==> config.mk <==
export PLATFORM = sky130hd
export DESIGN_NAME = jk_updown_counter
export DESIGN_NICKNAME = d
export VERILOG_FILES = /design/src/rtl/jk_updown_counter.sv
export SDC_FILE = /design/constraint.sdc
export NUM_CORES = 1
export LEC_CHECK = 0
export BUFFER_PORTS_ARGS = -buffer_cell sky130_fd_sc_hd__clkbuf_2
export CORE_AREA = 2 2 39 41
export DETAILED_ROUTE_END_ITERATION = 10
export DIE_AREA = 0 0 41 43
export PLACE_DENSITY = 0.63
export SETUP_SLACK_MARGIN = 0.4
export SYNTH_ARGS = -nofsm -noshare
export SYNTH_HDL_FRONTEND = slang
export SYNTH_SLANG_ARGS = --single-unit
==> constraint.sdc <==
create_clock -name clk -period 3.4 [get_ports clk]
set_input_delay 0 -clock clk [delete_from_list [all_inputs] [get_ports clk]]
set_output_delay 0 -clock clk [all_outputs]
set_load 0.005 [all_outputs]
==> src/rtl/jk_updown_counter.sv <==
// Mod-MOD up/down counter built from WIDTH JK cells with per-bit J/K excitation.
// Optional JK_CNT_GRAY_OUT_EN adds a registered Gray-code copy of the count (q_gray).
module jk_updown_counter #(
    parameter int WIDTH = 4,
    parameter int MOD   = 16
) (
    input  logic             clk,
    input  logic             reset,
    input  logic             en,
    input  logic             up,
    input  logic             load,
    input  logic [WIDTH-1:0] din,
    output logic [WIDTH-1:0] q,
    output logic             tc,
    output logic             load_err,
    output logic [WIDTH-1:0] jk_j,
    output logic [WIDTH-1:0] jk_k
`ifdef JK_CNT_GRAY_OUT_EN
    ,
    output logic [WIDTH-1:0] q_gray
`endif
);

    localparam logic [WIDTH-1:0] MAX_CNT = WIDTH'(MOD - 1);
    localparam logic [WIDTH:0]   MOD_EXT = (WIDTH + 1)'(MOD);

    generate
        if (WIDTH < 2 || MOD < 2 || MOD > (2 ** WIDTH)) begin : g_bad_param
            $error("jk_updown_counter: illegal WIDTH/MOD combination");
        end
    endgenerate

    function automatic logic [WIDTH-1:0] to_gray(input logic [WIDTH-1:0] v);
        return v ^ (v >> 1);
    endfunction

    logic             din_over;
    logic [WIDTH-1:0] t_up;
    logic [WIDTH-1:0] t_dn;
    logic [WIDTH-1:0] q_next;

    assign din_over = {1'b0, din} >= MOD_EXT;

    // Bit i toggles up when all lower bits are 1, down when all lower bits are 0.
    always_comb begin : toggle_masks
        logic ones;
        logic zeros;
        ones  = 1'b1;
        zeros = 1'b1;
        t_up  = '0;
        t_dn  = '0;
        for (int i = 0; i < WIDTH; i++) begin
            t_up[i] = ones;
            t_dn[i] = zeros;
            ones    = ones & q[i];
            zeros   = zeros & ~q[i];
        end
    end

    always_comb begin : excitation
        logic [WIDTH-1:0] load_val;
        load_val = din_over ? MAX_CNT : din;
        jk_j     = '0;
        jk_k     = '0;
        if (load) begin
            jk_j = load_val;
            jk_k = ~load_val;
        end else if (en) begin
            if (up) begin
                // q >= MAX_CNT also catches out-of-range states and forces them to 0.
                if (q >= MAX_CNT) begin
                    jk_j = '0;
                    jk_k = '1;
                end else begin
                    jk_j = t_up;
                    jk_k = t_up;
                end
            end else begin
                if (q == '0) begin
                    jk_j = MAX_CNT;
                    jk_k = ~MAX_CNT;
                end else begin
                    jk_j = t_dn;
                    jk_k = t_dn;
                end
            end
        end
    end

    assign q_next = (jk_j & ~q) | (~jk_k & q);
    assign tc     = en & ~load & (up ? (q == MAX_CNT) : (q == '0));

    always_ff @(posedge clk or posedge reset) begin
        if (reset) begin
            q        <= '0;
            load_err <= 1'b0;
        end else begin
            q        <= q_next;
            load_err <= load & din_over;
        end
    end

`ifdef JK_CNT_GRAY_OUT_EN
    always_ff @(posedge clk or posedge reset) begin
        if (reset) begin
            q_gray <= '0;
        end else begin
            q_gray <= to_gray(q_next);
        end
    end
`endif

endmodule
# == Word level (Yosys, flattened, before mapping) ==
# Cells that the tools add are included.
# classes
magnitude_cmp,1
eq_ne,1
muxes,11
bitwise_logic,16
reduce_logical,1
# ops
operator,n
4-bit 2-to-1 mux,10
4-bit inverter,3
4-bit bitwise AND,2
1-bit bitwise AND,6
"4-bit == test, second input constant",1
"4-bit greater-or-equal comparator, second input constant",1
4-bit zero test,1
1-bit inverter,4
4-bit OR,1
1-bit 2-to-1 mux,1
# word_totals
ff_bits,4
output_inout_bits,14

# == Logic depth before layout (Yosys ltp) ==
# depth
depth_word,10
mapped_depth,5

# == Worst setup path after synthesis ==
# Ideal clock, no wire load.
# synth_timing
path_kind,register -> register
startpoint,reg q[1]
endpoint,reg q[3]
setup_ns,0.128
arrival_time_ns,1.317
required_ns,3.272
slack_ns,1.955
stages_incl_launch_ff,5
path_buffers,1
period_less_slack_ns,1.445
cell_sequence,dfrtp_1 -> buf_2 -> or4_4 -> a211oi_2 -> nor3_1
# synth_via
elab_chain_cells,10
elab_cells_between_ends,21
classes_between,1 x order compare; 10 x mux; 9 x bitwise; 1 x reduce/logical
# synth_lines
element,line_no,rtl
from (decl),13,"output logic [WIDTH-1:0] q,"
from (signal assigned),98,q <= q_next;
"parallel branches: the longest is 9 deep, another holds 4-bit greater-or-equal comparator",n/a,
4-bit OR (*),90,assign q_next = (jk_j & ~q) | (~jk_k & q);
named net q_next[3],40,logic [WIDTH-1:0] q_next;
# Mark *: on every way through the listed nets, which the timed path passes.

# == Worst setup path in the final report ==
# layout_timing
startpoint,reg q[1]
endpoint,out jk_k[3]
# layout_via
elab_chain_cells,7
elab_cells_between_ends,12
classes_between,1 x order compare; 5 x mux; 5 x bitwise; 1 x reduce/logical
# layout_lines
element,line_no,rtl
"parallel branches: the longest is 4 deep, another holds 4-bit greater-or-equal comparator",n/a,
4-bit 2-to-1 mux (*),69,if (up) begin
4-bit 2-to-1 mux (*),68,end else if (en) begin
4-bit 2-to-1 mux (*),65,if (load) begin
to (decl),17,output logic [WIDTH-1:0] jk_k
# Mark *: on every way between the ends.

==> out/results.tsv <==
stage	metric	value	unit
power	switching share of power	0.376	
finish	share of layout cells above drive strength 1	0.360	
timing	RSZ-0062 raised after global routing	no	
clock_network	clk slew on worst S/H paths	0.04	ns
synthesis	syn_nets	79	
route	Final ANT Viol Nets	0	
timing	Final Hold Viols	0	
power	Reg power frac	0.357	
finish	most frequent cells in the layout	clkbuf_2 (21), nand2_1 (7), a21oi_1 (7), o21ai_0 (6), dfrtp_1 (4)	
clock_network	clk root buf	clkbuf_4	
global_route	first-pass GRT wire length	1.74	mm
power	peak supply drop	0.298	mV
finish	Largest Register	q	
synthesis	cell count after synthesis	70	
die	total core area	1380	um2
timing	worst-margin pin slew	0.557	ns
setup_path	Worst path max stage delay	0.55	ns
finish	commonest non-fill, non-tap cell in the layout	clkbuf_2	
global_route	vias in the first global route	414	
synthesis	synth top area cells	dfrtp_1 (21%), a21oi_1 (7.2%), o21ai_0 (6.2%), nand2_1 (5.4%), clkbuf_1 (3.9%)	
setup_path	CP required	3.40	ns
synthesis	syn avg cell area	6.95	um2
die	Initial Utilization	0.352	
power	NetSw	79.9	uW
synthesis	post-synthesis sequential area ratio	0.206	
timing	Period Utilization, post-route	0.494	
die	DIE HEIGHT	43	um
die	row cnt	14	
setup_path	CP arrival	1.68	ns
die	Die Wd	41	um
finish	antenna cells	0	
synthesis	Synth cell types	33	
timing	Rel. slew slack	0.625	
timing	Tmin final	1.68	ns
clock_network	total CTS buffers	3	
route	via count	544	
setup_path	CP bufs+invs	1	
finish	area delta synth->final	22.6	%
finish	final-layout fill cell count	161	
power	Clock power frac	0.276	
clock_network	clk sinks	4	
timing	max-slew violations	0	
placement	Final GP Congestion	0.800	
timing	fmax	595	MHz
clock_network	CTS tree	yes	
die	Ports	23	
synthesis	leading area contributor after synthesis	dfrtp_1	
global_route	largest net degree at the start of global routing	15	
setup_path	WS Path Type	flip-flop to output pin	
synthesis	synth warn	0	
placement	PortBufs	21	
route	DR pass1 iterations	4	
power	Combinational Power Share	0.366	
route	routed wire length	1.20	mm
placement	hpwl dp	877	um
setup_path	critical path endpoint category	output pin	
setup_path	Startpoint Class	flip-flop	
run_status	status	completed	
setup_path	CP Cell Sequence	nor4_1 -> a21oi_1 -> o21ai_0 -> clkbuf_2	
route	DRC	0	
timing	Worst Skew	0.00572	ns
min_path	HP Class	input pin to flip-flop	
global_route	antenna violations before repair	0	
synthesis	synthesized cell area	487	um2
clock_network	clk_lat worst skew	0.24	ns
clock_network	Post-CTS Setup Inserts	0	
global_route	total global routing overflow	0	
power	Int Pwr	133	uW
setup_path	delay-heaviest family, CP	simple AND/OR/NAND/NOR gates	
clock_network	H-tree depth	1	
route	Iter 0 DRT Violations	9	
die	die footprint	1760	um2
synthesis	top cell type's share of synthesized area	0.206	
power	Final Power	213	uW
global_route	GR Util All Layers	0.143	
setup_path	CP max stage cell	nor4_1	
timing	Fin Setup TNS	0	ns
route	WL/cell	11.7	um
power	LEAKAGE	0.265	nW
finish	Top Registers	q x4	
clock_network	Max Root-Sink Buffers	2	
setup_path	CP max FO	11	
route	DR vias/cell	5.33	
timing	Final setup viols	0	
finish	max FFs per register	4	
run	maxcap violations	0	
power	Power Dens Cells	356	nW/um2
finish	nets	97	
synthesis	register bit total from synthesis	4	
repair_timing:
item / CTS / global route
endpoints found under the setup margin: 0 / 0
resized for setup: 0 / 0
hold endpoints to repair: 4 / 0
hold buffers: 1 / 0
through the flow:
step | hold WS [ns] | area (um2) | setup WS (ns) | cells | util
floorplan | -0.234 | 487 | 1.95 | 70 | -
global placement | -0.135 | 564 | 1.97 | 98 | 0.408
detailed placement | -0.130 | 564 | 1.95 | 98 | 0.408
CTS | 0.0422 | 597 | 1.72 | 102 | 0.431
global route | 0.0491 | 597 | 1.60 | 102 | 0.431
finish | 0.0529 | 597 | 1.72 | 102 | 0.431
metal layers:
layer	up-vias	share of wire	wire length, um	GRT usage
met5	-	0	0	0
met4	0	0	0	0.0200
met3	0	0.053	63	0.0628
met2	14	0.44	527	0.200
met1	247	0.51	605	0.205
li1	283	-	-	-
worst paths after layout:
path	slack [ns]	end	startpoint	cells after the start
min in group asynchronous	0.18	q[0]	reset	3
min reg2reg	0.80	q[1]	q[1]	2
min	0.05	q[0]	din[0]	2
max	1.72	jk_k[3]	q[1]	4
max reg2reg	1.95	q[3]	q[1]	3
max in group asynchronous	3.06	q[1]	reset	3
kinds of logic after synthesis:
kind of cell	share of synthesized area
mux	0.0231
other cells	0.00770
buf+inv	0.121
xor+xnor	0.0360
flops	0.206
simple gates	0.342
compound gates	0.265
cell usage after synthesis:
library cell / instances
and3_2: 1
a211oi_2: 1
conb_1: 1
o2111ai_1: 1
xnor2_1: 1
or2_2: 1
and4_2: 1
a211oi_1: 1
a22oi_1: 1
nor3_1: 3
o21ai_0: 6
o22ai_1: 2
or3_1: 1
xor2_1: 1
nor3b_1: 1
o31ai_1: 2
and2_2: 1
mux2_2: 1
buf_4: 1
buf_2: 2
clkbuf_1: 5
or4_4: 1
and4_1: 1
nand3_1: 1
buf_6: 1
a21oi_1: 7
nand4_1: 1
nand2_1: 7
nor2_1: 3
inv_1: 3
nor4_1: 3
nand2b_1: 3
dfrtp_1: 4
final cells by class:
cell class / instances / area [um2] / share of cell area
Clock buffer: 3 / 22.5 / 0.0377
Inverter: 3 / 11.3 / 0.0189
Multi-Input combinational cell: 54 / 328 / 0.549
Sequential cell: 4 / 100 / 0.168
Tap cell: 16 / 20.0 / 0.0335
Timing Repair Buffer: 22 / 115 / 0.193
worst register-to-register path, stage by stage, from the launching register on:
cell	delay [ns]
dfrtp_1	0.47
or4_4	0.56
a211oi_2	0.23
nor3_1	0.08
power by group through the flow:
stage          registers [mW]  clock network [mW]  logic [mW]
2_1_floorplan          0.0605                   0      0.0682
3_3_place_gp           0.0753                   0      0.0766
3_5_place_dp           0.0762                   0      0.0771
4_1_cts                0.0755              0.0621      0.0785
5_1_grt                0.0779              0.0671      0.0867
6_report               0.0760              0.0588      0.0779
Note: power is estimated with default switching activity, not from simulation.
